**src/rtl/cache_traffic_gen.sv**
```systemverilog
// cache_traffic_gen: built-in cache exerciser.
// Writes a deterministic pattern to NUM_OPS addresses, reads them back in the
// same order, counts mismatches and flags any request that waits too long.
// Optional macro CACHE_TG_RAND_EN: addresses come from a 16-bit Galois LFSR
// (reseeded for the read pass) instead of the linear BASE_ADDR/STRIDE walk.
module cache_traffic_gen #(
  parameter int          ADDR_W    = 16,
  parameter int          BLOCK_W   = 256,
  parameter int          NUM_OPS   = 256,
  parameter logic [15:0] BASE_ADDR = 16'h1000,
  parameter int          STRIDE    = 1,
  parameter int          TIMEOUT   = 1024,
  parameter logic [15:0] SEED      = 16'hA5C3
) (
  input  logic               clk,
  input  logic               reset,
  input  logic               start,
  input  logic               memReady,
  input  logic [BLOCK_W-1:0] outblock,
  output logic               write,
  output logic               read,
  output logic               memaccess,
  output logic [ADDR_W-1:0]  address,
  output logic [BLOCK_W-1:0] inblock,
  output logic               busy,
  output logic               done,
  output logic               pass,
  output logic               timeout,
  output logic [15:0]        err_cnt
);

  localparam int WORDS = BLOCK_W / 32;
  localparam int IDX_W = (NUM_OPS > 1) ? $clog2(NUM_OPS) : 1;
  localparam int CNT_W = $clog2(TIMEOUT + 1);
  localparam logic [IDX_W-1:0] LAST_IDX = IDX_W'(NUM_OPS - 1);
  localparam logic [CNT_W-1:0] TMO_LAST = CNT_W'(TIMEOUT - 1);

  typedef enum logic [2:0] {
    ST_IDLE, ST_WR_REQ, ST_WR_GAP, ST_RD_REQ, ST_RD_GAP, ST_DONE, ST_FAIL
  } state_t;

  state_t             state, state_next;
  logic [IDX_W-1:0]   idx;
  logic [CNT_W-1:0]   wait_cnt;
  logic [ADDR_W-1:0]  cur_addr;
  logic               last_op;
  logic               tmo_hit;

  // Word k of the block for address a: {a, SEED+k}, word 0 in the low bits.
  function automatic logic [BLOCK_W-1:0] pattern(input logic [ADDR_W-1:0] a);
    logic [BLOCK_W-1:0] p;
    p = '0;
    for (int k = 0; k < WORDS; k++) p[k*32 +: 32] = {16'(a), SEED + 16'(k)};
    return p;
  endfunction

`ifdef CACHE_TG_RAND_EN
  localparam int AQ_W = 16;
  localparam logic [AQ_W-1:0] ADDR_SEED = BASE_ADDR | 16'h0001;

  // Galois LFSR x^16+x^14+x^13+x^11+1, right-shifting form.
  function automatic logic [AQ_W-1:0] addr_step(input logic [AQ_W-1:0] s);
    return s[0] ? ((s >> 1) ^ 16'hB400) : (s >> 1);
  endfunction
`else
  localparam int AQ_W = ADDR_W;
  localparam logic [AQ_W-1:0] ADDR_SEED = AQ_W'(BASE_ADDR);

  // Linear walk; the adder width gives the modulo-2^ADDR_W wrap for free.
  function automatic logic [AQ_W-1:0] addr_step(input logic [AQ_W-1:0] s);
    return s + AQ_W'(STRIDE);
  endfunction
`endif

  logic [AQ_W-1:0] addr_q;

  assign cur_addr = addr_q[ADDR_W-1:0];
  assign last_op  = (idx == LAST_IDX);
  assign tmo_hit  = (wait_cnt == TMO_LAST);

  // State register; reset overrides everything, including a live request.
  always_ff @(posedge clk) begin
    // NOTE: sequential state uses non-blocking assignments so every register
    // samples pre-edge values regardless of statement order.
    if (reset) state <= ST_IDLE;
    else       state <= state_next;
  end

  // Next-state decode and request/status outputs.
  always_comb begin
    // NOTE: every output gets a default first so no path leaves a latch.
    state_next = state;
    write      = 1'b0;
    read       = 1'b0;
    memaccess  = 1'b0;
    address    = '0;
    inblock    = '0;
    busy       = 1'b0;
    done       = 1'b0;
    pass       = 1'b0;
    timeout    = 1'b0;
    case (state)
      ST_IDLE, ST_DONE, ST_FAIL: begin
        if (start) state_next = ST_WR_REQ;
        done    = (state != ST_IDLE);
        pass    = (state == ST_DONE) && (err_cnt == 16'h0000);
        timeout = (state == ST_FAIL);
      end
      ST_WR_REQ: begin
        busy      = 1'b1;
        memaccess = 1'b1;
        write     = 1'b1;
        address   = cur_addr;
        inblock   = pattern(cur_addr);
        if (memReady)     state_next = ST_WR_GAP;
        else if (tmo_hit) state_next = ST_FAIL;
      end
      ST_WR_GAP: begin
        busy       = 1'b1;
        state_next = last_op ? ST_RD_REQ : ST_WR_REQ;
      end
      ST_RD_REQ: begin
        busy      = 1'b1;
        memaccess = 1'b1;
        read      = 1'b1;
        address   = cur_addr;
        if (memReady)     state_next = ST_RD_GAP;
        else if (tmo_hit) state_next = ST_FAIL;
      end
      ST_RD_GAP: begin
        busy       = 1'b1;
        state_next = last_op ? ST_DONE : ST_RD_REQ;
      end
      default: state_next = ST_IDLE;
    endcase
  end

  // Access index, address generator, wait counter and error counter.
  always_ff @(posedge clk) begin
    if (reset) begin
      idx      <= '0;
      addr_q   <= '0;
      wait_cnt <= '0;
      err_cnt  <= '0;
    end else begin
      if (((state == ST_WR_REQ) || (state == ST_RD_REQ)) && !memReady)
        wait_cnt <= wait_cnt + 1'b1;
      else
        wait_cnt <= '0;

      case (state)
        ST_IDLE, ST_DONE, ST_FAIL: begin
          if (start) begin
            idx     <= '0;
            addr_q  <= ADDR_SEED;
            err_cnt <= '0;
          end
        end
        ST_WR_GAP, ST_RD_GAP: begin
          if (last_op) begin
            // Rewind so the read pass revisits the write order.
            idx    <= '0;
            addr_q <= ADDR_SEED;
          end else begin
            idx    <= idx + 1'b1;
            addr_q <= addr_step(addr_q);
          end
        end
        ST_RD_REQ: begin
          if (memReady && (outblock != pattern(cur_addr)) && (err_cnt != 16'hFFFF))
            err_cnt <= err_cnt + 16'h0001;
        end
        default: ;
      endcase
    end
  end

endmodule

```
**config.mk**
```make
export PLATFORM = sky130hd
export DESIGN_NAME = cache_traffic_gen
export DESIGN_NICKNAME = d
export VERILOG_FILES = /design/src/rtl/cache_traffic_gen.sv
export SDC_FILE = /design/constraint.sdc
export NUM_CORES = 1
export LEC_CHECK = 0
export CAP_MARGIN = 20
export CORE_AREA = 5 5 211 213
export CTS_BUF_LIST = sky130_fd_sc_hd__clkbuf_4 sky130_fd_sc_hd__clkbuf_8
export DETAILED_ROUTE_END_ITERATION = 10
export DIE_AREA = 0 0 216 218
export HOLD_SLACK_MARGIN = 0.08
export SETUP_SLACK_MARGIN = 0.05
export SLEW_MARGIN = 40
export SYNTH_ARGS = -nofsm -noshare
export SYNTH_HDL_FRONTEND = slang
export SYNTH_SLANG_ARGS = --single-unit
```
**constraint.sdc**
```tcl
create_clock -name clk -period 4.5 [get_ports clk]
set_clock_uncertainty 0.15 [all_clocks]
set_input_delay 0.9 -clock clk [delete_from_list [all_inputs] [get_ports clk]]
set_output_delay 0.9 -clock clk [all_outputs]
set_load 0.02 [all_outputs]
```
* Yosys cells after proc, flatten, opt, wreduce, memory -nomap -nowiden *
Cells that the tools add are included.
Widths: inputs -> output; s select.

word-level totals
  memory bits (read-only) = 0
  word-level logic and storage cells = 65
  bits in writable memories = 0
  input port bits = 260
  memories = 0
  register bits after elaboration = 54
  latch bits = 0
  output and inout port bits = 295

operators by class
  multiply operators = 0
  $add $sub $neg = 4
  bitwise operators = 1
  shift-type cells = 0
  reductions and logical operators = 18
  $lt $le $gt $ge = 0
  eq/ne operators = 12
  muxes and demuxes = 25
  div/mod/pow operators = 0

operator list
  operator               count
  $mux 256               1
  $ne 256x256->1         1
  $mux 16                5
  $pmux 16 s2            2
  $add 16x1->16 const B  2
  $logic_not 16->1       1
  $mux 8                 2
  $ne 16x16->1 const B   1
  $pmux 8 s2             1
  $mux 3                 5
  $pmux 3 s5             1
  $add 11x1->11 const B  1
  $eq 11x10->1 const B   1
  $eq 3x3->1 const B     3
  $add 8x1->8 const B    1
  $eq 8x8->1 const B     1
  $mux 1                 7
  $eq 3x2->1 const B     2
  $reduce_or 2->1        3
  $logic_and 1x1->1      4
  $reduce_bool 2->1      2
  $reduce_or 4->1        1
  $eq 3x1->1 const B     1
  $logic_not 3->1        1
  10 further kinds       10

* Logic depth before layout (Yosys ltp) *
Gate-level depths: netlist (run 1).

  word-level depth = 5
  gate-level depth with buffers = 10
  depth with buffers taken out = 8

* Worst setup path after synthesis (run 1) *
OpenSTA, ideal clock, no wires.

  path kind = reg-to-output
  from = register state[0]
  to = output port inblock[115]
  required time = 3.450 ns
  slack = 0.148 ns
  stages on the path, launching flop included = 8
  data arrival time = 3.302 ns
  path buffers = 4
  cell sequence = dfxtp_1 -> clkbuf_1 -> nand2b_1 -> clkbuf_1 -> nor2_1 -> clkbuf_1 -> and2_1 -> buf_4

between the ends
  cells in the longest elaborated chain, start to end = 2

RTL lines
  element                   line  text
  start: declaration        42    state_t state, state_next;
  start signal: assignment  86    else state <= state_next;
  $eq 3x1->1                102   case (state)
  $mux 256                  102
  end: declaration          24    output logic [BLOCK_W-1:0] inblock,

Every way passes these cells.

* Worst setup path in the final report (run 1) *
  from = register state[2]
  to = output port read

between the ends
  cells in the longest elaborated chain, start to end = 2

RTL lines
  element           line  text
  $eq 3x2->1        102
  $mux 1            102
  end: declaration  21    output logic read,

Every way passes these cells.

==> impl_metrics.tcl, run 1 <==
set metrics [dict create \
    die_h_um 218 \
    synth_top_family_by_area "simple AND/OR/NAND/NOR gates" \
    drive_above_1_share_pct 3.48 \
    worst_setup_path_start_kind "flop" \
    postCtsSetupRepairBufs 0 \
    synthAdderAreaFrac_pct 0.981 \
    postLayoutSetupSlackWorst_ps 629 \
    setup_viol 0 \
    grt_busiest_layer "met2" \
    synth_common_cells "buf_4, nor2_1, dfxtp_1, xnor2_1, nand2_1" \
    outcome "completed" \
    final_nets 1413 \
    firstDrtPassIters 4 \
    drc 0 \
    clock_latency_ps 320 \
    required_ps 3450 \
    grt_pass1_wl_um 46500 \
    min_period_over_period_pct 86.0 \
    cts_tree "yes" \
    drt-total-wl_um 35000 \
    fp-row-count 76 \
    yosys_warnings 0 \
    vias_per_cell 4.01 \
    post-route-util_pct 24.6 \
    cts_root_buf "clkbuf_8" \
    max_freq_mhz 258 \
    cts_hold_buf 0 \
    synth.distinct_cells 70 \
    syn_to_final_growth_pct 64.2 \
    grt_max_degree 78 \
    r2r_slack_ps 1260 \
    cp_max_fo 21 \
    ant_nets 0 \
    peakVddDrop_mv 0.110 \
    r2r-start "err_cnt[0]" \
    synth-main-ff-cell "dfxtp_1" \
    start_util_pct 15.0 \
    use_met1_pct 15.0 \
    cts.repair.resized 0 \
    worst_slew_pin_slew_ps 778 \
    async_reset_ff_share_pct 0 \
    critPathLaunch "state[2]" \
    grt_pass1_vias 6480 \
    die_area_mm2 0.0471 \
    numCtsBuffers 5 \
    synth_area_leaders "buf_4, dfxtp_1, xnor2_1" \
    synthSimpleGateAreaFrac_pct 32.1 \
    muxShareOfSynthArea_pct 0.804 \
    antenna_found_initial 26 \
    drt-initial-drc-count 313 \
    synth_top_area_cell "buf_4" \
    syn_inst 847 \
    fin_crit_ps 3870 \
    cts.sinks 54 \
    synth-seq-cells 54 \
    die_w_um 216 \
    vias 6837 \
    hold_class "flop to flop" \
    end_kind "output pin" \
    final_max_slew_viol_count 0 \
    hold_ws_ps 303 \
    htree_levels 2 \
    rr_endpoint "err_cnt[12]" \
    hold_viol_final 0 \
    tns_ps 0 \
    ys_seq_area_share_pct 16.9 \
    relSlewSlack_pct 48.1 \
    dp_slack_ps 418 \
    synth_top_area_share_pct 28.2 \
    avgSynthCellArea_um2 7.53 \
    rsz0062_at_grt "false" \
    synth-edff-count 0 \
    globalRouteMet2Util_pct 25.2 \
    gp_congestion 0.862 \
    pin_count 555 \
    coreArea_mm2 0.0425 \
    cts_buffer_depth 2 \
    synth_xor_area_share_pct 8.79 \
    power_w 0.00151 \
    io_buffers 489 \
    cp.arrival_ps 2820 \
    power_leakage_nw 3.57 \
    wire_per_inst_um 20.5 \
    synth_most_common_cell "buf_4" \
    clk_pin_slew_ps 110 \
    synth_compound_area_share_pct 8.26 \
    track_usage_pct 13.5 \
    hpwl_um 30600 \
    gr-usage-met3_pct 4.18 \
    cap_violations 0 \
    r2r_cells 8 \
    path_class "flop to output pin" \
    endpoint "read" \
    syn-cell-area_mm2 0.00638 \
    overflow 0 \
    p_per_area_mw_per_mm2 144 \
]
==> final cells by class <==
cell class | count | area, um^2
antenna | 12 | 30.0
clock buffer | 6 | 76.3
clock inverter | 2 | 16.3
fill | 4586 | 32000
inverter | 18 | 67.6
multi-input combinational | 566 | 3510
sequential | 54 | 1080
tap | 546 | 683
timing repair buffer | 503 | 5010
==> cell usage in the layout (no fill, tap or decap), types with 9 or more instances in the layout <==
cell type / synthesis / routed
xnor2_1: 49 / 49
clkdlybuf4s50_1: 0 / 489
and2_1: 30 / 30
a21oi_1: 9 / 9
diode_2: 0 / 12
inv_1: 17 / 17
nor2_1: 67 / 66
or4_1: 9 / 9
nor4_1: 23 / 23
dfxtp_1: 54 / 53
and3_1: 32 / 32
o22a_1: 10 / 10
nand3_1: 24 / 24
nand2_1: 46 / 46
nor3_1: 44 / 43
conb_1: 1 / 65
nor4bb_1: 13 / 13
o22ai_1: 14 / 14
xor2_1: 15 / 15
nand4_1: 21 / 21
buf_4: 240 / 13
==> where the power goes <==
part / internal (W) / switching, W
sequential: 0.000485 / 0.0000203
clock: 0.000118 / 0.000175
combinational: 0.000378 / 0.000331
==> how the worst min path moves through the flow <==
stage	slack [ps]	cells past startpoint	endpoint	startpoint
floorplan	270	1	wait_cnt[0]	wait_cnt[0]
global placement	280	1	wait_cnt[0]	wait_cnt[0]
detailed placement	290	1	wait_cnt[0]	wait_cnt[0]
CTS	310	1	wait_cnt[0]	wait_cnt[0]
global route	330	1	wait_cnt[0]	wait_cnt[0]
finish	300	1	wait_cnt[0]	wait_cnt[0]
==> state kept, by name (all words and copies together) (netlist names) <==
register,cells
wait_cnt,11
err_cnt,16
idx,8
state,3
addr_q,16
==> metrics by stage <==
stage | instance area [um^2] | std cells
detailed placement | 10300 | 1687
global placement | 10300 | 1687
floorplan | 6620 | 911
finish | 10500 | 1707
global route | 10500 | 1698
CTS | 10400 | 1695
==> critical path, stage by stage, from the launching register on <==
cell             delay (ps)
dfxtp_1                 460
nand2b_1                410
inv_2                   500
nand2_1                 290
inv_1                   210
clkdlybuf4s50_1         630
==> metal layers <==
metal	part of all wire [%]	routed length, um	vias up
li1	-	-	3267
met1	37	12900	3193
met2	53	18400	320
met3	8.9	3100	49
met4	1.6	562	8
met5	0.14	49	-
==> logic make-up (layout without fill, tap and decap cells) <==
group,Yosys count,count (layout)
other,1,77
adder cells (fa/ha/maj),5,5
multiplexers,5,5
flip-flops,54,54
AO/OA/AOI/OAI,70,70
XOR/XNOR,64,64
AND/OR/NAND/NOR,357,357
buffers and inverters,291,529
Note: power is estimated with default switching activity, not from simulation.
==> run 2, diff against run 1 <==
==> constraint.sdc (replaced) <==
create_clock -name clk -period 4.1 [get_ports clk]
set_clock_uncertainty 0.15 [all_clocks]
set_input_delay 0.82 -clock clk [delete_from_list [all_inputs] [get_ports clk]]
set_output_delay 0.82 -clock clk [all_outputs]
set_load 0.02 [all_outputs]
==> run 2 against run 1 <==
Net effect:
- worst setup slack lost 250 ps
- critical path depth is the same
- hold slack lost 6.1 ps
- largest power group unchanged
==> impl_metrics.tcl, run 2 (synthesis gave the netlist of run 1 again) <==
set metrics [dict create \
    vias 6839 \
    max_freq_mhz 269 \
    path_class "flop to output pin" \
    ant_nets 0 \
    cts_hold_buf 0 \
    outcome "completed" \
    post_dp_cell_area_mm2 0.0104 \
    cp_top_family "simple AND/OR/NAND/NOR gates" \
    fin_crit_ps 3720 \
    firstDrtPassIters 5 \
    drive_above_1_share_pct 4.24 \
    postCtsSetupRepairBufs 0 \
    setup_viol 0 \
    fin_cells 1705 \
    numCtsBuffers 5 \
    pin_count 555 \
    cts.sinks 54 \
    cts.repair.resized 0 \
    cts_root_buf "clkbuf_8" \
    relSlewSlack_pct 46.9 \
    drt-total-wl_um 32000 \
    peakVddDrop_mv 0.140 \
    cts_buffer_depth 2 \
    tns_ps 0 \
    coreArea_mm2 0.0425 \
    grt_max_degree 78 \
    worst_slew_pin_slew_ps 796 \
    final_nets 1419 \
    p_per_area_mw_per_mm2 158 \
    reg.largest.list "addr_q x16, err_cnt x16, wait_cnt x11" \
    clock_latency_ps 310 \
    fp-row-count 76 \
    drc 0 \
    grt_pass1_wl_um 43800 \
    hold_class "flop to flop" \
    slowest_delay_ps 680 \
    cts_tree "yes" \
    worst_setup_path_start_kind "flop" \
    path_buf_inv 2 \
    layout_common_cells "clkdlybuf4s50_1, nor2_1, conb_1" \
    io_buffers 489 \
    path_cells "nand2b_1, nor2_4, buf_12, and2_1, clkdlybuf4s50_1" \
    gp_congestion 0.829 \
    grt_pass1_vias 6610 \
    cp.arrival_ps 2750 \
    htree_levels 2 \
    clk_pin_slew_ps 90 \
    fin_area_mm2 0.0105 \
    end_kind "output pin" \
    dpl.cell_count 1693 \
    required_ps 3130 \
    die_w_um 216 \
    cp_max_fo 77 \
    min_period_over_period_pct 90.8 \
    final_max_slew_viol_count 0 \
    hold_viol_final 0 \
    hpwl_um 27400 \
    die_h_um 218 \
    power_leakage_nw 3.61 \
    rsz0062_at_grt "false" \
    slowest_stage "clkdlybuf4s50_1" \
    mostFrequentLayoutCell "clkdlybuf4s50_1" \
    vias_per_cell 4.01 \
    power_w 0.00166 \
    cap_violations 0 \
    track_usage_pct 12.3 \
    syn_to_final_growth_pct 65.0 \
    drt-initial-drc-count 325 \
    overflow 0 \
    wire_per_inst_um 18.8 \
    die_area_mm2 0.0471 \
    start_util_pct 15.0 \
    antenna_found_initial 11 \
]
-- run 2: metal layers --
metal | track usage, % | up-vias | routed length (um)
li1 | - | 3283 | -
met2 | 22.7 | 316 | 16800
met1 | 14.6 | 3208 | 12400
met5 | 0 | - | 14
met4 | 1.59 | 2 | 373
met3 | 3.17 | 30 | 2450
-- run 2: metrics by stage --
step	hold WS (ps)	util [%]	worst slack, ps
after floorplan	268	-	673
after global placement	281	24.4	-848
after detailed placement	291	24.5	28.9
after CTS	304	24.7	359
after global routing	332	24.7	177
final	297	24.8	377
-- run 2: final timing paths --
kind / depth (start not counted) / endpoint / startpoint / slack, ps
setup / recovery: 5 / inblock[211] / state[0] / 380
hold / removal: 1 / wait_cnt[0] / wait_cnt[0] / 300
setup reg to reg: 10 / err_cnt[15] / addr_q[1] / 870
hold reg to reg: 1 / wait_cnt[0] / wait_cnt[0] / 300
-- run 2: area by class of cell --
type / count / area, um^2
Fill cell: 4595 / 32000
Timing Repair Buffer: 509 / 5060
Multi-Input combinational cell: 566 / 3520
Sequential cell: 54 / 1080
Tap cell: 546 / 683
Clock buffer: 7 / 90.1
Inverter: 18 / 67.6
Antenna cell: 4 / 10.0
Clock inverter: 1 / 5.00
-- run 2: report_power, final --
group	leakage [nW]	switching (W)	total, W	internal (W)
Sequential	0.437	0.0000222	0.000554	0.000532
Combinational	3.12	0.000359	0.000780	0.000420
Clock	0.0517	0.000182	0.000325	0.000144
Total	3.61	0.000563	0.00166	0.00110
